<file path="src/rtl/mem_arbiter.sv">
// Two-requester round-robin arbiter in front of a single fixed-latency RAM port.
// One access is in flight at a time, and every output comes straight from a register.
module mem_arbiter #(
    parameter int RAM_LATENCY = 2
) (
    input  logic        I_clk,
    input  logic        I_reset,
    input  logic [1:0]  I_exec,
    input  logic [1:0]  I_write,
    input  logic [3:0]  I_size,
    input  logic [31:0] I_addr,
    input  logic [31:0] I_data,
    output logic [1:0]  O_ready,
    output logic [1:0]  O_data_ready,
    output logic [15:0] O_data,
    output logic        O_ram_enable,
    output logic        O_ram_write,
    output logic [1:0]  O_ram_size,
    output logic [15:0] O_ram_addr,
    output logic [15:0] O_ram_data,
    input  logic [15:0] I_ram_data,
    output logic        O_grant
);

    typedef enum logic [1:0] {
        S_IDLE,
        S_ISSUE,
        S_WAIT
    } state_t;

    localparam logic [2:0] LAT_LOAD = 3'(RAM_LATENCY - 1);

    state_t      r_state;
    logic [2:0]  r_count;
    logic [1:0]  r_ready;
    logic [1:0]  r_data_ready;
    logic [15:0] r_data;
    logic        r_ram_enable;
    logic        r_ram_write;
    logic [1:0]  r_ram_size;
    logic [15:0] r_ram_addr;
    logic [15:0] r_ram_data;
    logic        r_grant;

    logic [1:0]  w_req;
    logic        w_any;
    logic        w_pick;
    logic        w_sel_write;
    logic [1:0]  w_sel_size;
    logic [15:0] w_sel_addr;
    logic [15:0] w_sel_data;
    logic [1:0]  w_done_vec;

    // Only requests that can actually be accepted take part in arbitration.
    assign w_req  = I_exec & r_ready;
    assign w_any  = |w_req;
    assign w_pick = (&w_req) ? ~r_grant : w_req[1];

    assign w_sel_write = I_write[w_pick];
    assign w_sel_size  = w_pick ? I_size[3:2]   : I_size[1:0];
    assign w_sel_addr  = w_pick ? I_addr[31:16] : I_addr[15:0];
    assign w_sel_data  = w_pick ? I_data[31:16] : I_data[15:0];
    assign w_done_vec  = r_grant ? 2'b10 : 2'b01;

    always_ff @(posedge I_clk) begin
        if (I_reset) begin
            r_state      <= S_IDLE;
            r_count      <= 3'd0;
            r_ready      <= 2'b11;
            r_data_ready <= 2'b00;
            r_data       <= 16'h0000;
            r_ram_enable <= 1'b0;
            r_ram_write  <= 1'b0;
            r_ram_size   <= 2'b00;
            r_ram_addr   <= 16'h0000;
            r_ram_data   <= 16'h0000;
            r_grant      <= 1'b1;
        end else begin
            r_data_ready <= 2'b00;
            unique case (r_state)
                S_IDLE: begin
                    if (w_any) begin
                        r_state      <= S_ISSUE;
                        r_ram_enable <= 1'b1;
                        r_ready      <= 2'b00;
                        r_grant      <= w_pick;
                        r_ram_write  <= w_sel_write;
                        r_ram_size   <= w_sel_size;
                        r_ram_addr   <= w_sel_addr;
                        r_ram_data   <= w_sel_data;
                    end
                end
                S_ISSUE: begin
                    r_ram_enable <= 1'b0;
                    r_count      <= LAT_LOAD;
                    r_state      <= S_WAIT;
                end
                S_WAIT: begin
                    if (r_count == 3'd0) begin
                        r_data_ready <= w_done_vec;
                        r_ready      <= 2'b11;
                        r_state      <= S_IDLE;
                        if (!r_ram_write) begin
                            r_data <= I_ram_data;
                        end
                    end else begin
                        r_count <= r_count - 3'd1;
                    end
                end
                default: begin
                    r_state <= S_IDLE;
                end
            endcase
        end
    end

    assign O_ready      = r_ready;
    assign O_data_ready = r_data_ready;
    assign O_data       = r_data;
    assign O_ram_enable = r_ram_enable;
    assign O_ram_write  = r_ram_write;
    assign O_ram_size   = r_ram_size;
    assign O_ram_addr   = r_ram_addr;
    assign O_ram_data   = r_ram_data;
    assign O_grant      = r_grant;

endmodule

</file>
<file path="config.mk">
export PLATFORM = sky130hd
export DESIGN_NAME = mem_arbiter
export DESIGN_NICKNAME = d
export VERILOG_FILES = /design/src/rtl/mem_arbiter.sv
export SDC_FILE = /design/constraint.sdc
export NUM_CORES = 1
export LEC_CHECK = 0
export ABC_AREA = 1
export CORE_ASPECT_RATIO = 0.7
export CORE_MARGIN = 4
export CORE_UTILIZATION = 44
export CTS_CLUSTER_DIAMETER = 30
export DETAILED_ROUTE_END_ITERATION = 8
export MAX_ROUTING_LAYER = met4
export PLACE_DENSITY_LB_ADDON = 0.05
export SLEW_MARGIN = 20
export SYNTH_ARGS = -nofsm -noshare
export SYNTH_HDL_FRONTEND = slang
export SYNTH_SLANG_ARGS = --single-unit
export TNS_END_PERCENT = 1
</file>
<file path="constraint.sdc">
create_clock -name I_clk -period 2.55 [get_ports I_clk]
set_input_delay 0.51 -clock I_clk [delete_from_list [all_inputs] [get_ports I_clk]]
set_output_delay 0.51 -clock I_clk [all_outputs]
set_load 0.02 [all_outputs]
</file>
Word level (Yosys, flattened, before mapping)

Cells that the tools add are included.

Add/sub/neg operators: 1
Order comparisons: 1
Eq/ne operators: 5
Mux-type cells: 17
Bitwise operators: 5
Reductions and logical operators: 14

Operators by type and width:

| cell                  | number |
|---|---|
| $mux W16              | 2 |
| $mux W2               | 6 |
| $reduce_and A2 Y1     | 5 |
| $ne A2 B2 Y1 const B  | 3 |
| $pmux W2 S3           | 1 |
| $pmux W3 S2           | 1 |
| $reduce_and A3 Y1     | 2 |
| $reduce_bool A2 Y1    | 3 |
| $mux W1               | 4 |
| $not A1 Y1            | 4 |
| $pmux W2 S2           | 1 |
| $logic_not A3 Y1      | 1 |
| $mux W3               | 1 |
| $reduce_or A3 Y1      | 1 |
| $sub A3 B1 Y3 const B | 1 |
| $and A2 B2 Y2         | 1 |
| $eq A2 B1 Y1 const B  | 1 |
| $eq A2 B2 Y1 const B  | 1 |
| $logic_not A2 Y1      | 1 |
| $lt A1 B2 Y1 const B  | 1 |
| $pmux W1 S2           | 1 |
| $reduce_or A2 Y1      | 1 |

Register bits after elaboration: 62
Bits of input ports: 90
Output and inout port bits: 57
Logic and storage cells: 54

Depth between registers and ports, before layout

Depth after elaboration: 5
Mapped depth: 9

Worst setup path after synthesis

No wires, ideal clock.

Path type: register -> register
Start point: register r_count[0]
End point: register r_data[10] (netlist: O_data[10])
Setup time: 113 ps
Arrival: 1246 ps
Required time: 2437 ps
Slack: 1191 ps
Stages on the path, launching flop included: 10
Path buffers: 1
Period minus slack after synthesis: 1359 ps
Path through: dfxtp_1 inv_1 ha_1 ha_1 inv_1 nor2_4 buf_2 nand3b_1 nand2_1 nor2_1

Longest elaborated chain between the ends: 2

Ends and longest elaborated chain:

| element                            | line | text |
|---|---|---|
| start: declaration                 | 34   | `logic [2:0] r_count;` |
| start signal: assignment           | 107  | `r_count <= r_count - 3'd1;` |
| $logic_not A3 Y1                   | 99   | `if (r_count == 3'd0) begin` |
| $reduce_and A3 Y1 (no source line) | n/a  |  |
| end signal: assignment             | 104  | `r_data <= I_ram_data;` |
| end: declaration                   | 37   | `logic [15:0] r_data;` |

Every way passes these cells.
A chain may end at the register's enable or synchronous reset.

Final worst setup path

Start point: register r_ram_write (netlist: O_ram_write)
End point: output port O_ram_write

RTL lines:

| element                  | line | text |
|---|---|---|
| start: declaration       | 39   | `logic r_ram_write;` |
| start signal: assignment | 87   | `r_ram_write <= w_sel_write;` |
| end: declaration         | 17   | `output logic O_ram_write,` |

No word-level cell between the ends.

==> key figures <==
Detailed routing
  – Initial DRC Count: 131
  – ANT nets after route: 0
  – Final WL: 8695 microns
  – Pre-antenna DRT Iters: 5
  – DR vias/cell: 4.516
  – # DRC: 0
  – Via count: 3,238
  – Post-DR wirelength/cell: 12.13 microns

Outcome
  – Outcome: completed

Timing
  – Final Setup Violations: 0
  – Worst-margin pin slew: 0.3977 ns
  – Fin Clk Skew: 0.008552 ns
  – Slew Limit Fails: 0
  – RSZ-0062 raised after global routing: no
  – Hold slack: 0.4838 ns
  – Slew HR: 73.45%
  – Fmax: 521.9 MHz
  – Period minus WS final: 1.916 ns
  – Fin crit share: 75.13%
  – Final Hold Fails: 0
  – Setup TNS: 0 ns

Clock tree
  – H-tree depth: 3
  – CTS tree: done
  – Clk_lat worst skew: 0.34 ns
  – Clock buffer depth: 2
  – CTS Root Cell: clkbuf_8
  – Num CTS Buffers: 9
  – Setup repair bufs after CTS: 0
  – CTS Sinks: 61
  – Clock Pin Slew Worst Setup and Hold Paths: 0.06 ns
  – Hold_buf cts: 0
  – PostCTS Resize Cnt: 0

Die
  – Initial core utilization: 45.27%
  – Row count: 25
  – Ports: 147
  – Die width: 107.4 microns
  – Core area: 6725 sq um
  – Die ar.: 8334 sq um
  – Chip height: 77.59 microns

Synthesis
  – Prevailing post-synth register cell: dfxtp_1
  – Gate Count Post-Synth: 482
  – Syn_area_per_cell: 6.316 sq um
  – Synth top area share: 40.12%
  – EDFF count, synth: 0
  – Post-synth top area cell: dfxtp_1
  – Top cells by count, synth: 166 x nand2_1, 108 x nor2_1, 61 x dfxtp_1, 44 x inv_1, 38 x nand3_1
  – Sequential share of the synthesized area: 40.12%
  – Synth unique cells: 21
  – Synth warn: 0
  – Number of synthesized register bits: 61
  – Async set or reset register ratio after synthesis: 0%
  – Syn nets: 574
  – Cell Area, Synth: 3044 sq um
  – Most frequent cell after synthesis: nand2_1
  – Ranking of synthesized cells by area: dfxtp_1 40%, nand2_1 20%, nor2_1 13%

Power
  – PD cells: 703.5 nW/um^2
  – Worst vdd rail ir drop: 0.4675 mV
  – Static Leak: 0.002189 uW

Final layout
  – Register area: 1221 sq um
  – Share of layout cells above drive strength 1: 5.297%
  – Nets: 710
  – Multi-input logic area: 1470 sq um
  – Area Growth Syn to Fin: 55.61%
  – Antenna diode count: 0
  – # fillers: 554

Critical path
  – Worst path required time: 2.04 ns
  – Buf/Inv on CP: 1
  – Slowest library cell on the worst path: clkdlybuf4s50_1
  – CP endpoint kind: output port
  – Cell family with most CP delay: buffers and inverters
  – Crit-path max FO: 3
  – CP Launch Type: flop
  – Slowest stage delay, CP: 0.65 ns
  – Worst path arrival time: 1.41 ns
  – Worst path cell trace: clkdlybuf4s50_1
  – Setup CP Type: reg2out

Global routing
  – Number of global-route vias before repair: 3,058
  – Initial antenna violation count: 0
  – Largest net degree at the start of global routing: 42
  – Total grt overflow: 0
  – GRT Resource Usage Total: 21.95%
  – First-pass GRT wire length: 14,320 microns

Hold path
  – HP Class: reg2reg

Place
  – PortBufs: 146
  – Final Wtd Congestion: 0.8230
  – Hpwl dp: 6349 microns

Run
  – Max-cap violations: 0
worst paths after layout:
path | from | end | slack, ns | cells past startpoint
max | O_ram_write$_SDFFE_PP0P_ | O_ram_write | 0.63 | 1
min | O_data[4]$_SDFFE_PP0P_ | O_data[4]$_SDFFE_PP0P_ | 0.48 | 2
max reg2reg | O_ready[0]$_SDFFE_PP1P_ | O_ram_data[8]$_SDFFE_PP0P_ | 0.91 | 7
min reg2reg | O_data[4]$_SDFFE_PP0P_ | O_data[4]$_SDFFE_PP0P_ | 0.48 | 2
layout make-up:
class / instances / share of cell area (%)
Tap cell: 94 / 2.483
Timing Repair Buffer: 152 / 32.07
Clock inverter: 4 / 1.479
Sequential cell: 61 / 25.78
Inverter: 49 / 3.883
Clock buffer: 12 / 3.275
Multi-Input combinational cell: 345 / 31.04
power breakdown:
part | leakage [uW] | switching, uW | total [uW] | internal, uW
combinational | 0.00157 | 643 | 1180 | 542
clock | 0.000116 | 372 | 973 | 601
sequential | 0.000503 | 81.8 | 1180 | 1090
worst reg2reg max path, stage by stage, from the launching register on:
cell	delay, ns
dfxtp_1	0.40
nand2_1	0.10
inv_2	0.32
nand2_4	0.33
nand2_1	0.16
nand2_1	0.06
nor2_1	0.11
nor2_1	0.05
sequential cells by signal, indices dropped and copies added, names as in the netlist, 2 cells and up:
register and count:
O_ram_data 16, r_state 2, O_ram_addr 16, O_data 16
O_ram_size 2, O_data_ready 2, r_count 3
metal layers:
metal  routed length [microns]  vias up  global-route usage [%]  share of wire (%)
met3                       629       12                   6.401                7.2
met4                       122        0                   6.557                1.4
met1                      4010     1410                   28.59                 46
li1                          -     1718                       -                  -
met5                         0        -                       -                  0
met2                      3932       98                   33.21                 45
kinds of logic (layout without fill, tap and decap cells):
kind of cell	Yosys count	in the layout	synth area share, %
flops	61	61	40.12
fa+ha+maj	2	2	0.8219
compound gates	7	7	1.151
simple gates	336	336	46.24
buf+inv	76	217	11.67
through the flow:
| step | instance area [sq um] | power [uW] | setup WS (ns) | utilization [%] | std cells |
|---|---|---|---|---|---|
| after floorplan | 3044 | 1899 | 1.191 | - | 482 |
| after global placement | 4512 | 2358 | 0.4035 | 67.09 | 701 |
| after detailed placement | 4512 | 2383 | 0.3368 | 67.09 | 701 |
| after CTS | 4737 | 3364 | 0.6089 | 70.44 | 717 |
| after global routing | 4737 | 3552 | 0.5454 | 70.44 | 717 |
| final | 4737 | 3332 | 0.6341 | 70.44 | 717 |
layout by cell type, fill, tap and decap left out, types with 2 or more instances in the layout:
cell	netlist	layout
nand3_1	38	38
clkinv_2	0	2
ha_1	2	2
o21ai_0	2	2
dfxtp_1	61	61
nand2_1	166	165
nand3b_1	16	16
nor2_1	108	108
inv_2	5	5
clkbuf_8	0	11
nand2_2	2	3
bufinv_16	0	2
inv_1	44	44
nor2_4	3	3
buf_4	9	5
a21oi_1	4	4
clkdlybuf4s50_1	0	146
Power figures use the tool's default switching activity.
